==> src/rtl/cnn_pkg.sv <==
// Shared CNN accelerator types and widths: layer configuration, scheduler states
// and the small helpers used to derive per-layer geometry without a multiplier.
package cnn_pkg;

  localparam int ADDR_W = 10;
  localparam int IW_W   = 5;
  localparam int KW_W   = 2;
  localparam int ST_W   = 2;

  typedef enum logic [1:0] {
    IDLE = 2'd0,
    RUN  = 2'd1,
    DONE = 2'd2
  } state_t;

  typedef struct packed {
    logic [IW_W-1:0] input_width;
    logic [KW_W-1:0] kernal_width;
    logic [ST_W-1:0] stride;
  } layer_cfg_t;

  function automatic logic cfg_valid(input layer_cfg_t cfg);
    return (cfg.kernal_width != '0) && (cfg.stride != '0) &&
           (IW_W'(cfg.kernal_width) <= cfg.input_width);
  endfunction

  // Output width floor((W-K)/S)+1; the stride is 1..3 so the divide stays tiny.
  function automatic logic [IW_W-1:0] calc_ow(input layer_cfg_t cfg);
    logic [IW_W-1:0] diff;
    logic [IW_W-1:0] quo;
    diff = cfg.input_width - IW_W'(cfg.kernal_width);
    case (cfg.stride)
      2'd2:    quo = diff >> 1;
      2'd3:    quo = diff / 5'd3;
      default: quo = diff;
    endcase
    return quo + 5'd1;
  endfunction

  // S*W via shift-and-add, used to step the window origin down one output row.
  function automatic logic [ADDR_W-1:0] stride_rows(input layer_cfg_t cfg);
    logic [ADDR_W-1:0] w;
    logic [ADDR_W-1:0] res;
    w = ADDR_W'(cfg.input_width);
    case (cfg.stride)
      2'd2:    res = w << 1;
      2'd3:    res = w + (w << 1);
      default: res = w;
    endcase
    return res;
  endfunction

endpackage

==> src/rtl/conv_window_scheduler_if.sv <==
// Tap read channel from the window scheduler to the feature-map buffer / MAC array.
interface conv_window_scheduler_if;
  import cnn_pkg::*;

  logic              rd_valid;
  logic              rd_ready;
  logic [ADDR_W-1:0] rd_addr;
  logic              first_tap;
  logic              last_tap;

  modport master (output rd_valid, rd_addr, first_tap, last_tap, input rd_ready);
  modport slave  (input rd_valid, rd_addr, first_tap, last_tap, output rd_ready);

endinterface

==> src/rtl/conv_window_scheduler.sv <==
// Walks every output pixel and kernel tap of one conv/pool layer and issues buffer
// read addresses. Optional stall counter: define CONV_SCHED_STALL_CNT_EN.
module conv_window_scheduler
  import cnn_pkg::*;
(
  input  logic                    clk,
  input  logic                    reset,
  input  logic                    start,
  input  logic [IW_W-1:0]         input_width,
  input  logic [KW_W-1:0]         kernal_width,
  input  logic [ST_W-1:0]         stride,
  conv_window_scheduler_if.master rd,
  output logic                    busy,
  output logic                    done,
  output logic                    cfg_err
`ifdef CONV_SCHED_STALL_CNT_EN
  ,
  output logic [15:0]             stall_cnt
`endif
);

  state_t            state_q, state_d;
  layer_cfg_t        cfg_q, cfg_d, cfg_in;
  logic [IW_W-1:0]   ow_q, ow_d;
  logic [ADDR_W-1:0] sw_q, sw_d;

  logic [KW_W-1:0]   kx_q, kx_d, ky_q, ky_d;
  logic [IW_W-1:0]   ox_q, ox_d, oy_q, oy_d;

  // Address = window origin + kernel row offset + kx, all maintained by addition.
  logic [ADDR_W-1:0] oy_base_q, oy_base_d;
  logic [ADDR_W-1:0] win_base_q, win_base_d;
  logic [ADDR_W-1:0] row_off_q, row_off_d;

  logic              rd_valid_q, rd_valid_d;
  logic [ADDR_W-1:0] rd_addr_q, rd_addr_d;
  logic              first_q, first_d;
  logic              last_q, last_d;
  logic              busy_q, busy_d;
  logic              done_q, done_d;
  logic              cfg_err_q, cfg_err_d;

  logic              accept;
  logic              handshake;
  logic              final_tap;
  logic [KW_W-1:0]   k_last;
  logic [IW_W-1:0]   ow_last;

  assign cfg_in    = '{input_width: input_width, kernal_width: kernal_width, stride: stride};
  assign accept    = (state_q == IDLE) && start && cfg_valid(cfg_in);
  assign handshake = rd_valid_q && rd.rd_ready;
  assign k_last    = cfg_q.kernal_width - 2'd1;
  assign ow_last   = ow_q - 5'd1;
  assign final_tap = (kx_q == k_last) && (ky_q == k_last) &&
                     (ox_q == ow_last) && (oy_q == ow_last);

  always_comb begin
    // NOTE: every signal gets a default before the case so no path leaves it unassigned (no latches).
    state_d    = state_q;
    cfg_d      = cfg_q;
    ow_d       = ow_q;
    sw_d       = sw_q;
    kx_d       = kx_q;
    ky_d       = ky_q;
    ox_d       = ox_q;
    oy_d       = oy_q;
    oy_base_d  = oy_base_q;
    win_base_d = win_base_q;
    row_off_d  = row_off_q;
    rd_valid_d = rd_valid_q;
    rd_addr_d  = rd_addr_q;
    first_d    = first_q;
    last_d     = last_q;
    busy_d     = busy_q;
    done_d     = 1'b0;
    cfg_err_d  = 1'b0;

    case (state_q)
      IDLE: begin
        if (accept) begin
          state_d    = RUN;
          cfg_d      = cfg_in;
          ow_d       = calc_ow(cfg_in);
          sw_d       = stride_rows(cfg_in);
          kx_d       = '0;
          ky_d       = '0;
          ox_d       = '0;
          oy_d       = '0;
          oy_base_d  = '0;
          win_base_d = '0;
          row_off_d  = '0;
          rd_valid_d = 1'b1;
          rd_addr_d  = '0;
          first_d    = 1'b1;
          last_d     = (kernal_width == 2'd1);
          busy_d     = 1'b1;
        end else if (start) begin
          cfg_err_d = 1'b1;
        end
      end

      RUN: begin
        if (handshake) begin
          if (final_tap) begin
            state_d    = DONE;
            rd_valid_d = 1'b0;
            rd_addr_d  = '0;
            first_d    = 1'b0;
            last_d     = 1'b0;
            busy_d     = 1'b0;
            done_d     = 1'b1;
          end else begin
            if (kx_q != k_last) begin
              kx_d = kx_q + 2'd1;
            end else begin
              kx_d = '0;
              if (ky_q != k_last) begin
                ky_d      = ky_q + 2'd1;
                row_off_d = row_off_q + ADDR_W'(cfg_q.input_width);
              end else begin
                ky_d      = '0;
                row_off_d = '0;
                if (ox_q != ow_last) begin
                  ox_d       = ox_q + 5'd1;
                  win_base_d = win_base_q + ADDR_W'(cfg_q.stride);
                end else begin
                  ox_d       = '0;
                  oy_d       = oy_q + 5'd1;
                  oy_base_d  = oy_base_q + sw_q;
                  win_base_d = oy_base_q + sw_q;
                end
              end
            end
            rd_addr_d = win_base_d + row_off_d + ADDR_W'(kx_d);
            first_d   = (kx_d == '0) && (ky_d == '0);
            last_d    = (kx_d == k_last) && (ky_d == k_last);
          end
        end
      end

      DONE:    state_d = IDLE;
      default: state_d = IDLE;
    endcase
  end

  always_ff @(posedge clk or negedge reset) begin
    if (!reset) begin
      state_q    <= IDLE;
      cfg_q      <= '0;
      ow_q       <= '0;
      sw_q       <= '0;
      kx_q       <= '0;
      ky_q       <= '0;
      ox_q       <= '0;
      oy_q       <= '0;
      oy_base_q  <= '0;
      win_base_q <= '0;
      row_off_q  <= '0;
      rd_valid_q <= 1'b0;
      rd_addr_q  <= '0;
      first_q    <= 1'b0;
      last_q     <= 1'b0;
      busy_q     <= 1'b0;
      done_q     <= 1'b0;
      cfg_err_q  <= 1'b0;
    end else begin
      // NOTE: non-blocking assignments so every register samples pre-edge values.
      state_q    <= state_d;
      cfg_q      <= cfg_d;
      ow_q       <= ow_d;
      sw_q       <= sw_d;
      kx_q       <= kx_d;
      ky_q       <= ky_d;
      ox_q       <= ox_d;
      oy_q       <= oy_d;
      oy_base_q  <= oy_base_d;
      win_base_q <= win_base_d;
      row_off_q  <= row_off_d;
      rd_valid_q <= rd_valid_d;
      rd_addr_q  <= rd_addr_d;
      first_q    <= first_d;
      last_q     <= last_d;
      busy_q     <= busy_d;
      done_q     <= done_d;
      cfg_err_q  <= cfg_err_d;
    end
  end

  assign rd.rd_valid  = rd_valid_q;
  assign rd.rd_addr   = rd_addr_q;
  assign rd.first_tap = first_q;
  assign rd.last_tap  = last_q;
  assign busy         = busy_q;
  assign done         = done_q;
  assign cfg_err      = cfg_err_q;

`ifdef CONV_SCHED_STALL_CNT_EN
  logic [15:0] stall_q;

  // Back-pressure seen by this layer; value survives DONE/IDLE for readout.
  always_ff @(posedge clk or negedge reset) begin
    if (!reset) begin
      stall_q <= '0;
    end else if (accept) begin
      stall_q <= '0;
    end else if ((state_q == RUN) && rd_valid_q && !rd.rd_ready && (stall_q != 16'hFFFF)) begin
      stall_q <= stall_q + 16'd1;
    end
  end

  assign stall_cnt = stall_q;
`endif

endmodule

==> src/flat_wrapper.sv <==
// flat-port wrapper written by rule: the top's interface ports become plain ports
module conv_window_scheduler_flat import cnn_pkg::*;
  (clk, reset, start, input_width, kernal_width, stride, busy, done, cfg_err, rd_rd_valid, rd_rd_addr, rd_first_tap, rd_last_tap, rd_rd_ready);
  conv_window_scheduler_if rd_i ();
  input  logic clk;
  input  logic reset;
  input  logic start;
  input  logic [IW_W-1:0] input_width;
  input  logic [KW_W-1:0] kernal_width;
  input  logic [ST_W-1:0] stride;
  output logic busy;
  output logic done;
  output logic cfg_err;
  output wire logic [$bits(rd_i.rd_valid)-1:0] rd_rd_valid;
  output wire logic [$bits(rd_i.rd_addr)-1:0] rd_rd_addr;
  output wire logic [$bits(rd_i.first_tap)-1:0] rd_first_tap;
  output wire logic [$bits(rd_i.last_tap)-1:0] rd_last_tap;
  input wire logic [$bits(rd_i.rd_ready)-1:0] rd_rd_ready;
  assign rd_rd_valid = rd_i.rd_valid;
  assign rd_rd_addr = rd_i.rd_addr;
  assign rd_first_tap = rd_i.first_tap;
  assign rd_last_tap = rd_i.last_tap;
  assign rd_i.rd_ready = rd_rd_ready;
  conv_window_scheduler u_core (.clk(clk), .reset(reset), .start(start), .input_width(input_width), .kernal_width(kernal_width), .stride(stride), .rd(rd_i), .busy(busy), .done(done), .cfg_err(cfg_err));
endmodule
==> config.mk <==
export PLATFORM = sky130hd
export DESIGN_NAME = conv_window_scheduler_flat
export DESIGN_NICKNAME = d
export VERILOG_FILES = /design/src/rtl/cnn_pkg.sv /design/src/rtl/conv_window_scheduler_if.sv /design/src/rtl/conv_window_scheduler.sv /design/src/flat_wrapper.sv
export SDC_FILE = /design/constraint.sdc
export NUM_CORES = 1
export LEC_CHECK = 0
export ABC_AREA = 0
export ABC_CLOCK_PERIOD_IN_PS = 14400
export BUFFER_PORTS_ARGS = -buffer_cell sky130_fd_sc_hd__buf_2
export CORE_ASPECT_RATIO = 1.75
export CORE_MARGIN = 2
export CORE_UTILIZATION = 65
export DETAILED_ROUTE_END_ITERATION = 7
export GPL_TIMING_DRIVEN = 0
export PLACE_DENSITY = 0.89
export RECOVER_POWER = 50
export SYNTH_ARGS = -nofsm -noshare
export SYNTH_HDL_FRONTEND = slang
export SYNTH_SLANG_ARGS = --single-unit
==> constraint.sdc <==
create_clock -name clk -period 14.4 [get_ports clk]
set_clock_uncertainty 0.2 [all_clocks]
set_input_delay 1.44 -clock clk [delete_from_list [all_inputs] [get_ports clk]]
set_output_delay 1.44 -clock clk [all_outputs]
set_load 0.01 [all_outputs]
==> qor.txt <==
post-synth top area cell -> dfrtp_1
Seq cells post-synth -> 82
post-synthesis sequential area ratio -> 35.6%
grt total ovfl -> 0
H-tree levels -> 3
Hold Crit Class -> reg -> reg
Slew Viols, Final -> 76
initial antenna violation count -> 0
asr flop ratio synth -> 100%
Starting Density -> 66.4%
clk sink count -> 82
CP bufs+invs -> 3
CP max-delay cell -> fa_1
max-cap viol count -> 1
Final setup violation count -> 0
ANT nets after route -> 0
Ys Warns -> 0
Skew-Pair Late Insertion Delay -> 0.34 ns
Yosys top cell area share -> 35.6%
outcome -> finished with violations
DRC -> 0
via density per instance -> 6.44
hold_ws -> 0.276 ns
post-synthesis to final-layout area growth -> 10.1%
number of synthesized flops with an enable pin -> 0
library cells used by synthesis -> 56
gr usage total -> 33.8%
clock share of power -> 19.5%
Post-Syn Nets -> 698
CP arrival -> 6.06 ns
kind of critical path -> reg -> reg
switching power total -> 0.517 mW
wire length per cell -> 19.4 um
ys flop type -> dfrtp_1
# diodes -> 0
final hold violations -> 0
Clock Path Buffers -> 2
vias in the first global route -> 5186
height of the die -> 128 um
Sequential Power Share -> 30.2%
Worst Tran Pin Value -> 4.01 ns
worst vdd ir -> 0.0985 mV
hold buffer count at CTS -> 0
first-pass GRT wire length -> 24600 um
routability cong. -> 0.945
RSZ-0062 raised after global routing -> false
die area -> 9660 um2
IO buf count -> 27
failing checks -> max-capacitance violations, max-slew violations
FMAX -> 167 MHz
total CTS buffers -> 9
post-CTS setup buffers -> 0
setup_tns -> 0 ns
worst setup margin -> 8.40 ns
Post-Syn Instances -> 634
Internal Dissipation -> 0.697 mW
Pre-antenna DRT Iters -> 5
IO Count -> 29
clk slew on worst S/H paths -> 0.06 ns
layout cell share with drive strength beyond 1 -> 7.24%
Final Cycle Share -> 41.7%
post_cts resized -> 0
CP Cell Sequence -> inv_1 -> ha_1 -> nor3b_1 -> xnor3_1 -> nand3_1 -> clkbuf_1 -> clkbuf_1 -> nand2_1 -> a31oi_1 -> fa_1 -> ha_1 -> fa_1 -> a21o_1 -> a21oi_1 -> nor2b_1 -> o21a_1 -> o41a_1 -> xnor2_1 -> xnor3_1 -> o21ai_1
Static Leak -> 3.02 nW
Worst Path Max Fanout -> 10
switch share -> 42.6%
FP Rows -> 45
slew margin rel. -> -167%
ranking of synthesized cells by area -> dfrtp_1 (36%), ha_1 (9.3%), a22o_1 (5.6%), nand2_1 (5.5%), o21ai_0 (4.8%)
HPWL Detailed -> 11700 um
Crit path largest cell delay -> 0.50 ns
Syn Area/Cell -> 9.08 um2
Worst path top cell family by delay -> compound AO/OA/AOI/OAI gates
Cell Pwr Density -> 192 nW/um2
die width -> 75.1 um
Worst Path Required -> 14.46 ns
vias after detailed routing -> 5111
TritonCTS clock tree -> built
CP Capture Type -> flop
Critical Path Start Type -> flop
combinational share of power -> 50.2%
Core ar. -> 8670 um2
final wirelength -> 15400 um
# nets final -> 737
pre-CTS WS -> 8.46 ns
CTS Root Cell -> clkbuf_16
initial DRC count -> 313
synthesized area -> 5760 um2
post-layout minimum cycle time -> 6.00 ns
largest net degree at the start of global routing -> 76
[power by group through the flow]
stage | logic (mW) | clock network [mW] | registers, mW
finish | 0.610 | 0.237 | 0.367
global route | 0.666 | 0.247 | 0.374
CTS | 0.606 | 0.238 | 0.364
detailed placement | 0.595 | 0 | 0.366
global placement | 0.559 | 0 | 0.360
floorplan | 0.439 | 0 | 0.354
[placed cells by master, fill, tap and decap left out, drive strengths merged, types with 26 or more instances in the layout]
cell    Yosys  layout
nand2      85      85
dfrtp      82      82
o21ai      64      64
nor2       49      49
ha         43      43
clkbuf     20      42
a21oi      38      38
a22o       37      37
buf        11      30
xnor2      26      26
[flip-flops by register name (all words and copies together) (netlist names), 5 cells and up]
signal / cells
u_core.oy_q: 5
u_core.oy_base_q: 10
u_core.ox_q: 5
u_core.cfg_q: 9
u_core.row_off_q: 10
u_core.ow_q: 5
u_core.sw_q: 7
u_core.win_base_q: 10
u_core.rd.rd_addr: 10
[worst register-to-register path, cell delays in order, from the launching register on]
cell and delay [ns]:
dfrtp_1 0.44, inv_1 0.09, ha_1 0.22, nor3b_1 0.37, xnor3_1 0.29, nand3_1 0.20
clkbuf_1 0.38, clkbuf_1 0.39, nand2_1 0.11, a31oi_1 0.46, fa_1 0.50, ha_1 0.25
fa_1 0.41, a21o_1 0.20, a21oi_1 0.24, nor2b_1 0.08, o21a_1 0.19, o41a_1 0.33
xnor2_1 0.16, xnor3_1 0.27, o21ai_1 0.14
[layout make-up]
class	count	area [um2]
inverter	17	63.8
clock inverter	2	35.0
multi-input combinational	504	3490
buffer	31	155
clock buffer	13	270
sequential	82	2050
fill	657	2330
tap	117	146
timing repair buffer	28	129
[stage by stage]
stage | total power [mW] | cell area [um2] | util [%] | std cells
after floorplan | 0.793 | 5760 | - | 634
after global placement | 0.919 | 6040 | 69.6 | 778
after detailed placement | 0.961 | 6070 | 70.0 | 779
after CTS | 1.21 | 6370 | 73.5 | 794
after global routing | 1.29 | 6340 | 73.1 | 794
final | 1.21 | 6340 | 73.1 | 794
[worst paths after layout]
check,start,to,slack [ns],depth (start not counted)
max,u_core.ow_q[0]$_DFFE_PN0P_,u_core.rd.rd_addr[9]$_DFFE_PN0P_,8.40,20
min,u_core.rd.rd_addr[3]$_DFFE_PN0P_,u_core.rd.rd_addr[3]$_DFFE_PN0P_,0.28,2
max reg2reg,u_core.ow_q[0]$_DFFE_PN0P_,u_core.rd.rd_addr[9]$_DFFE_PN0P_,8.40,20
min reg2reg,u_core.rd.rd_addr[3]$_DFFE_PN0P_,u_core.rd.rd_addr[3]$_DFFE_PN0P_,0.28,2
max in group asynchronous,reset,u_core.state_q[0]$_DFFE_PN0P_,8.99,2
min in group asynchronous,reset,u_core.oy_base_q[6]$_DFFE_PN0P_,0.82,1
[synth_stat cells (4+ instances only)]
master	number
and3_1	4
a22o_1	37
mux2i_1	4
nor3_1	9
dfrtp_1	82
nor2_1	48
xnor2_1	26
inv_1	17
o31ai_1	6
fa_1	8
nand2_1	85
nand4_1	9
a31oi_1	4
o21ai_1	8
xnor3_1	5
nor2b_1	9
nand3_1	15
a21o_1	10
o211ai_1	6
clkbuf_1	20
o21ai_0	55
o22ai_1	4
nand2b_1	8
xor2_1	21
or3_1	7
buf_2	4
nor3b_1	4
a21oi_1	38
ha_1	43
[layer usage]
layer | vias to the layer above | routed length (um) | GRT usage (%)
li1 | 2355 | - | -
met1 | 2462 | 5370 | 34.7
met2 | 211 | 8170 | 59.5
met3 | 83 | 796 | 6.19
met4 | 0 | 1040 | 23.0
met5 | - | 0 | 0
[kinds of logic (layout without fill, tap and decap cells)]
logic type	Yosys count	in the layout	synth area share (%)
simple gates	205	205	16.3
compound gates	188	188	21.3
flops	82	82	35.6
xor+xnor	53	53	9.52
fa+ha+maj	51	51	12.1
buf+inv	48	91	3.80
mux	7	7	1.28
(Power assumes the default switching activity.)
